[src/rtl/cbus_arbiter.sv]
// Two-to-one round-robin arbiter sharing the unified memory bus between ibus and dbus.
// One single-beat transaction in flight at a time, with an optional per-transaction watchdog.
module cbus_arbiter #(
  parameter int unsigned TIMEOUT = 255
) (
  input  logic        clk,
  input  logic        rst,
  input  logic        ireq_valid,
  input  logic [63:0] ireq_addr,
  output logic        iresp_addr_ok,
  output logic        iresp_data_ok,
  output logic [31:0] iresp_data,
  input  logic        dreq_valid,
  input  logic [63:0] dreq_addr,
  input  logic [2:0]  dreq_size,
  input  logic [7:0]  dreq_strobe,
  input  logic [63:0] dreq_data,
  output logic        dresp_addr_ok,
  output logic        dresp_data_ok,
  output logic [63:0] dresp_data,
  output logic        creq_valid,
  output logic        creq_is_write,
  output logic [63:0] creq_addr,
  output logic [2:0]  creq_size,
  output logic [7:0]  creq_strobe,
  output logic [63:0] creq_data,
  input  logic        cresp_ok,
  input  logic [63:0] cresp_data,
  output logic        timeout
);

  localparam int unsigned CW = (TIMEOUT == 0) ? 1 : $clog2(TIMEOUT + 1);
  localparam logic [CW-1:0] CNT_FIRE = CW'(TIMEOUT - 1);
  localparam logic [CW-1:0] CNT_MAX  = CW'(TIMEOUT);

  typedef enum logic [1:0] {IDLE, BUSY_I, BUSY_D} state_t;

  state_t        r_state;
  logic          r_last_d;
  logic [CW-1:0] r_cnt;
  logic [63:0]   r_addr;
  logic [63:0]   r_data;
  logic [2:0]    r_size;
  logic [7:0]    r_strobe;

  logic w_idle;
  logic w_busy;
  logic w_grant_i;
  logic w_grant_d;
  logic w_expire;
  logic w_done;

  // Tie goes to whoever was not granted last; r_last_d=0 means ibus went last.
  assign w_idle    = (r_state == IDLE);
  assign w_busy    = !w_idle;
  assign w_grant_i = w_idle && ireq_valid && (!dreq_valid || r_last_d);
  assign w_grant_d = w_idle && dreq_valid && (!ireq_valid || !r_last_d);
  assign w_expire  = (TIMEOUT != 0) && w_busy && !cresp_ok && (r_cnt == CNT_FIRE);
  assign w_done    = w_busy && (cresp_ok || w_expire);

  always_ff @(posedge clk or posedge rst) begin
    if (rst) begin
      r_state  <= IDLE;
      r_last_d <= 1'b0;
      r_cnt    <= '0;
      r_addr   <= '0;
      r_data   <= '0;
      r_size   <= '0;
      r_strobe <= '0;
    end else begin
      case (r_state)
        IDLE: begin
          if (w_grant_i) begin
            r_state  <= BUSY_I;
            r_last_d <= 1'b0;
            r_cnt    <= '0;
            r_addr   <= ireq_addr;
            r_data   <= '0;
            r_size   <= 3'b010;
            r_strobe <= '0;
          end else if (w_grant_d) begin
            r_state  <= BUSY_D;
            r_last_d <= 1'b1;
            r_cnt    <= '0;
            r_addr   <= dreq_addr;
            r_data   <= dreq_data;
            r_size   <= dreq_size;
            r_strobe <= dreq_strobe;
          end
        end
        BUSY_I, BUSY_D: begin
          if (w_done) begin
            r_state <= IDLE;
          end else if ((TIMEOUT != 0) && (r_cnt != CNT_MAX)) begin
            r_cnt <= r_cnt + 1'b1;
          end
        end
        default: r_state <= IDLE;
      endcase
    end
  end

  // Handshake pulses follow the current owner; everything is forced low while reset is held.
  always_comb begin
    iresp_addr_ok = 1'b0;
    iresp_data_ok = 1'b0;
    iresp_data    = '0;
    dresp_addr_ok = 1'b0;
    dresp_data_ok = 1'b0;
    dresp_data    = '0;
    creq_valid    = 1'b0;
    timeout       = 1'b0;
    if (!rst) begin
      iresp_addr_ok = w_grant_i;
      dresp_addr_ok = w_grant_d;
      iresp_data_ok = (r_state == BUSY_I) && w_done;
      dresp_data_ok = (r_state == BUSY_D) && w_done;
      creq_valid    = w_busy;
      timeout       = w_expire;
      if (iresp_data_ok && cresp_ok) begin
        iresp_data = r_addr[2] ? cresp_data[63:32] : cresp_data[31:0];
      end
      if (dresp_data_ok && cresp_ok) begin
        dresp_data = cresp_data;
      end
    end
  end

  assign creq_is_write = |r_strobe;
  assign creq_addr     = r_addr;
  assign creq_size     = r_size;
  assign creq_strobe   = r_strobe;
  assign creq_data     = r_data;

endmodule
[config.mk]
export PLATFORM = sky130hd
export DESIGN_NAME = cbus_arbiter
export DESIGN_NICKNAME = d
export VERILOG_FILES = /design/src/rtl/cbus_arbiter.sv
export SDC_FILE = /design/constraint.sdc
export NUM_CORES = 1
export LEC_CHECK = 0
export CORE_AREA = 3 3 196 198
export CTS_CLUSTER_SIZE = 12
export DETAILED_ROUTE_END_ITERATION = 8
export DIE_AREA = 0 0 199 201
export GPL_ROUTABILITY_DRIVEN = 0
export PLACE_DENSITY = 0.6
export SYNTH_ARGS = -nofsm -noshare
export SYNTH_HDL_FRONTEND = slang
export SYNTH_SLANG_ARGS = --single-unit
[constraint.sdc]
create_clock -name clk -period 5.25 [get_ports clk]
set_input_delay 1.05 -clock clk [delete_from_list [all_inputs] [get_ports clk]]
set_output_delay 1.05 -clock clk [all_outputs]
set_load 0.01 [all_outputs]
==> metrics.md, run 1 <==
| Metric | Value |
|---|---|
| Area of the multi-input gates | 0.00332 sq mm |
| Placed Cells | ~1600 |
| First-pass GRT wire length | between 40 and 50 mm |
| Vias in the first global route | about 7300 |
| EDFF count, synth | 0 |
| Share of post-route cells with drive strength above 1 | 4.19% |
| Clock slew at reported path FFs | approximately 0.060 ns |
| Synth Flop Type | dfrtp_1 |
| Hold crit path type | flip-flop to flip-flop |
| Min Clock Period, post-route | about 4.2 ns |
| FMAX | 0.236 GHz |
| Yosys cell types | 44 |
| Post-CTS Setup Inserts | 0 |
| WL/cell | approximately 19 um |
| Via density | roughly 4.3 |
| CTS Buffer Depth | 2 |
| CTS tree | done |
| 1st-iter DRT viols | roughly 340 |
| RSZ-0062 raised after global routing | false |
| Nets | approximately 1500 |
| Placement row count | 70 |
| Seq cells post-synth | 150 |
| R2r setup slk | 2.47 ns |
| Num ports | between 500 and 600 |
| Status | completed |
| Post-Layout Cell Count | 1663 |
| CP Capture Type | primary output |
| FFs w/ async S/R, synth | 100% |
| Mapped Area | approximately 0.0073 sq mm |
| Design area | 0.0136 sq mm |
| Pleak | slightly below 0.006 uW |
| Htree depth | 4 |
| PwrDens | 481 mW/mm^2 |
| Worst path required time | between 4 and 5 ns |
| Worst path most repeated cell | clkdlybuf4s50_1 |
| Fillers | ~3700 |
| Largest net degree at the start of global routing | 106 |
| Crit path DAT | approximately 3.2 ns |
| Via count | about 7000 |
| Setup TNS | 0 ns |
| Met1 wire length | 12.1 mm |
| Synth warnings | 0 |
| CTS resizes | 0 |
| Top-area cell type share of the netlist area | about half |
| Worst-path cell chain | clkdlybuf4s50_1 > nor2_1 > and3_1 > buf_4 > and2_1 > clkdlybuf4s50_1 |
| Largest delay share family, worst path | buffers and inverters |
| Cell accounting for the most synthesized area | dfrtp_1 |
| Bufs and invs on worst path | 3 |
| Gr ovfl total | 0 |
| Num CTS Buffers | 17 |
| Max stage delay cell, worst path | clkdlybuf4s50_1 |
| Hold Vio Cnt, Final | 0 |
| Syn avg cell area | between 10 and 15 sq um |
| Setup CP Type | input port to primary output |
| Detail Placement HPWL | around 25 mm |
| Max_cap viols | 0 |
| Seq/Total Area, Yosys | between 50 and 60% |
| Fin Clk Skew | 0.0121 ns |
| Drt total wl | roughly 31 mm |
| Storage element area | between 0.003 and 0.004 sq mm |
| Die Wd | ~200 um |
| TritonRoute pass-1 iters | 4 |
| Synth area leaders | dfrtp_1 51%, mux2i_1 13%, a22o_1 9.0% |
| Placed inst area | 0.0129 sq mm |
| Highest Signal Layer | met4 |
| Slew HR | a little over a third |
| GR Util All Layers | 15.1% |
| Area growth, synth to finish | 85.2% |
| Port bufs | approximately 510 |
| Met2 routed wirelength | around 16 mm |
| Antenna violations before repair | 2 |
| Clock Latency Late Sink | roughly 0.42 ns |
| Hold-fix buffers, CTS | 0 |
| Setup-failing EPs final | 0 |
| Period utilization | 80.8% |
| CP max FO | between 60 and 70 |
| Max Slew Vio Count | 0 |
| Syn Nets | a little under 1000 |
| DR WL met3 | around 2.3 mm |
| Remaining antenna violation count after routing | 0 |
| Worst-Margin Slew | approximately 0.95 ns |
| CTS root buf | clkbuf_16 |
| Worst vdd ir | between 0.3 and 0.4 mV |
| Die H | ~200 um |
| Initial core utilization | 19.9% |
| Remaining DRCs | 0 |
| Max stage delay on crit path | ~0.55 ns |
| Clock Sinks | 150 |
| Startpoint Class | input port |
| Core area | between 0.03 and 0.04 sq mm |
| Die outline area | between 0.03 and 0.04 sq mm |
| Post-synthesis cell count | approximately 700 |
path summary, 6_finish.rpt:
path                                   to          start  cells past startpoint
min in group asynchronous   creq_data[58]            rst                      2
min                         creq_addr[37]  creq_addr[37]                      2
max                        dresp_data[27]            rst                      6
max reg2reg                 creq_addr[25]     r_state[0]                      7
max in group asynchronous   creq_data[49]            rst                      3
min reg2reg                 creq_addr[37]  creq_addr[37]                      2
metal layers:
layer	vias up	global-route usage [%]
li1	3435	-
met1	3308	17.2
met4	0	4.84
met3	31	4.03
met5	-	0
met2	328	27.4
cell usage after synthesis (4+ instances only):
cell and instances:
mux2i_1 96, nand2b_1 5, o21ai_1 65, dfrtp_1 150, nor2_1 40, inv_1 5
a21oi_1 6, and3_1 5, nand3_1 4, buf_4 5, buf_1 5, clkbuf_1 24
and2_1 67, nand2_1 77, ha_1 6, buf_2 21, a22o_1 75
where the power goes:
group | leakage, uW | switching (uW) | total (uW) | internal [uW]
Sequential | 0.00191 | 385 | 2080 | 1690
Combinational | 0.00367 | 1410 | 3130 | 1720
Clock | 0.000299 | 568 | 1310 | 738
Total | 0.00588 | 2360 | 6510 | 4150
placed cells by master, fill, tap and decap left out, drive strengths merged, types with 2 or more instances in the layout:
master	instances
clkdlybuf4s50	512
dfrtp	150
mux2i	96
nand2	77
a22o	75
and2	67
o21ai	66
nor2	40
clkbuf	18
inv	15
buf	9
a21oi	6
ha	6
and3	5
nand2b	5
nand3	4
o211ai	4
nor3	3
nor3b	3
nand4	3
nor4	2
or4	2
a211o	2
a31oi	2
a221o	2
bufinv	2
clkinv	2
clkinvlp	2
worst register-to-register path, cell delays in order (launching register included):
cell and delay [ns]:
dfrtp_1 0.40, inv_1 0.08, ha_1 0.36, o211ai_4 0.15, buf_4 0.31, buf_4 0.77
mux2i_1 0.49, o21ai_1 0.10
kinds of logic (layout without fill, tap and decap cells):
family	count (synthesis)	count (layout)	synth area share [%]
simple gates	216	216	14.6
compound gates	165	165	16.0
flops	150	150	51.3
mux	97	97	13.3
buf+inv	62	560	3.80
fa+ha+maj	6	6	1.03
other cells	0	1	0
flip-flops by register name (all words and copies together) (netlist names):
register / flops
creq_addr: 64
creq_data: 64
creq_strobe: 8
r_cnt: 8
creq_size: 3
r_state: 2
r_last_d: 1
final cells by class:
cell class                      count  area share (%)
Antenna cell                        1          0.0185
Clock buffer                       18            3.24
Clock inverter                     14            1.31
Inverter                            7           0.231
Multi-Input combinational cell    484            24.5
Sequential cell                   150            27.7
Tap cell                          468            4.32
Timing Repair Buffer              521            38.7
per-stage QoR:
| stage | util [%] | total power, uW | hold slack, ns | setup slack (ns) |
|---|---|---|---|---|
| floorplan | - | 3490 | 0.490 | 0.164 |
| detailed placement | 35.2 | 5270 | 0.474 | 1.00 |
| global placement | 35.2 | 5240 | 0.467 | 1.07 |
| CTS | 36.9 | 6630 | 0.490 | 1.00 |
| finish | 36.9 | 6510 | 0.481 | 1.01 |
| global route | 36.9 | 6930 | 0.512 | 0.800 |
Power figures use the tool's default switching activity.
==> run 2: changes to the inputs <==
PLACE_DENSITY = 0.58   (was 0.6)
clock period = 4.1 ns   (was 5.25 ns; I/O delays follow)
==> run 2 against run 1 <==
Effect of this change: clock-buffer cell count increased by 3; register-to-register slack worse by 0.70 ns; flip-flop and latch count unchanged; critical path type unchanged; critical endpoint is now iresp_data[25]; largest cell class unchanged; highest routed layer unchanged.
==> metrics.md, run 2 (synthesis gave the netlist of run 1 again) <==
| Metric | Value |
|---|---|
| Status | completed |
| Worst-path cell chain | clkdlybuf4s50_1 > nor2_1 > nand3_1 > buf_4 > nor2_1 > clkdlybuf4s50_1 |
| Crit path DAT | 2.82 ns (-0.37 ns) |
| Antenna violations before repair | 1 (-1) |
| Share of post-route cells with drive strength above 1 | 4.43% (+0.24 points) |
| FMAX | roughly 0.28 GHz |
| Worst vdd ir | 0.532 mV (+40%) |
| Via density | 4.28 (+0.22%) |
| Setup-failing EPs final | 0 (unchanged) |
| Switch Pwr | 3000 uW (+27%) |
| Most frequent cells in the layout | 511 x clkdlybuf4s50_1, 149 x dfrtp_1, 96 x mux2i_1, 77 x nand2_1, 75 x a22o_1 |
| CTS tree | done |
| Area growth, synth to finish | 85.5% |
| Hold crit path type | flip-flop to flip-flop |
| Hold-fix buffers, CTS | 0 (unchanged) |
| Hold Vio Cnt, Final | 0 (unchanged) |
| Most common cell after layout, fill and taps aside | clkdlybuf4s50_1 |
| Placed inst area | 0.0130 sq mm (+0.18%) |
| Worst-Margin Slew | 0.784 ns (-0.170 ns) |
| Num ports | 514 (unchanged) |
| Largest net degree at the start of global routing | 111 (+4.7%) |
| Min Clock Period, post-route | 3.64 ns |
| Logic pwr share | 48.5% (+0.4 points) |
| Num CTS Buffers | 17 (unchanged) |
| 1st-iter DRT viols | 256 (-25%) |
| Die H | 201 um (unchanged) |
| Clock network power share | 19.8% (-0.3 points) |
| Design area | 0.0136 sq mm (+0.18%) |
| Htree depth | 4 (unchanged) |
| Max Slew Vio Count | 0 (unchanged) |
| Pint | 5350 uW (+29%) |
| Die Wd | 199 um (unchanged) |
| PwrDens | 615 mW/mm^2 (+28%) |
| Pleak | 0.00589 uW (+0.21%) |
| Clock Latency Late Sink | 0.43 ns (about the same) |
| Final Total Pwr | 8350 uW (+28%) |
| Setup TNS | 0 ns (unchanged) |
| Max stage delay on crit path | 0.60 ns (+0.05 ns) |
| CTS Buffer Depth | 2 (unchanged) |
| First-pass GRT wire length | 46.1 mm (-0.34%) |
| Remaining antenna violation count after routing | 0 (unchanged) |
| Vias in the first global route | 7363 (+0.59%) |
| Core area | 0.0367 sq mm (unchanged) |
| CTS root buf | clkbuf_16 |
| Max stage delay cell, worst path | clkdlybuf4s50_1 |
| Initial core utilization | 19.9% (unchanged) |
| Remaining DRCs | 0 (unchanged) |
| Detail Placement HPWL | 24.6 mm (-0.70%) |
| Setup CP Type | input port to primary output |
| Sw Share | 35.9% (-0.35 points) |
| Post-CTS Setup Inserts | 0 (unchanged) |
| Clock Sinks | 150 (unchanged) |
| Gr ovfl total | 0 (unchanged) |
| WL/cell | 18.7 um (about the same) |
| GR Util All Layers | 15.2% (+0.043 points) |
| CP Capture Type | primary output |
| Period utilization | between 80% and 90% |
| Nets | 1461 (+0.14%) |
| Reg power frac | 31.7% (-0.2 points) |
| CP max FO | 32 (-50%) |
| TritonRoute pass-1 iters | 4 (unchanged) |
| Startpoint Class | input port |
| Core Util, Final | 37.0% (+0.065 points) |
| Worst path required time | 3.28 ns (-0.92 ns) |
| Drt total wl | 31.2 mm (+0.19%) |
| Placement row count | 70 (unchanged) |
| Fin Clk Skew | 0.00923 ns (-0.00287 ns) |
| RSZ-0062 raised after global routing | false |
| CTS resizes | 0 (unchanged) |
| Slew HR | 47.7% (+11 points) |
| Die outline area | 0.0400 sq mm (unchanged) |
| Via count | 7126 (+0.34%) |
| Clock slew at reported path FFs | 0.06 ns (about the same) |
| Port bufs | 513 (unchanged) |
| Max_cap viols | 0 (unchanged) |
## run 2: path summary, 6_finish.rpt
| kind | start | endpoint | slack, ns | cells past startpoint |
|---|---|---|---|---|
| min reg2reg | creq_addr[37] | creq_addr[37] | 0.48 | 2 |
| min | creq_addr[37] | creq_addr[37] | 0.48 | 2 |
| min in group asynchronous | rst | r_last_d | 1.00 | 3 |
| max in group asynchronous | rst | creq_addr[51] | 2.47 | 3 |
| max | rst | iresp_data[25] | 0.46 | 6 |
| max reg2reg | r_state[0] | r_cnt[6] | 1.77 | 6 |
## run 2: cell type report
class | instances | area, sq um
fill | 3691 | 23100
clock inverter | 11 | 136
inverter | 7 | 30.0
timing repair buffer | 523 | 5270
sequential | 150 | 3750
antenna | 1 | 2.50
tap | 468 | 586
multi-input combinational | 484 | 3320
clock buffer | 21 | 480
## run 2: power groups by stage
stage | registers [uW] | clock network (uW) | logic, uW
floorplan | 2870 | 0 | 1600
global placement | 2650 | 0 | 4090
detailed placement | 2650 | 0 | 4110
CTS | 2660 | 1720 | 4120
global route | 2750 | 1780 | 4350
finish | 2650 | 1660 | 4050
## run 2: metrics by stage
stage | std cells | hold WS [ns] | setup slack, ns
3_3_place_gp | 1632 | 0.467 | 0.445
4_1_cts | 1664 | 0.488 | 0.438
2_1_floorplan | 696 | 0.490 | 1.39
3_5_place_dp | 1632 | 0.474 | 0.446
6_report | 1665 | 0.481 | 0.465
5_1_grt | 1664 | 0.510 | 0.272
## run 2: metal layers
layer / wire length (um) / track usage (%)
met1: 12400 / 17.3
met2: 16000 / 27.2
met5: 0 / 0
met4: 494 / 4.19
met3: 2300 / 4.68
## run 2: critical path, delay by kind of cell
| kind | cells | cell delay, ns |
|---|---|---|
| buf+inv | 3 | 1.37 |
| simple gates | 3 | 0.60 |
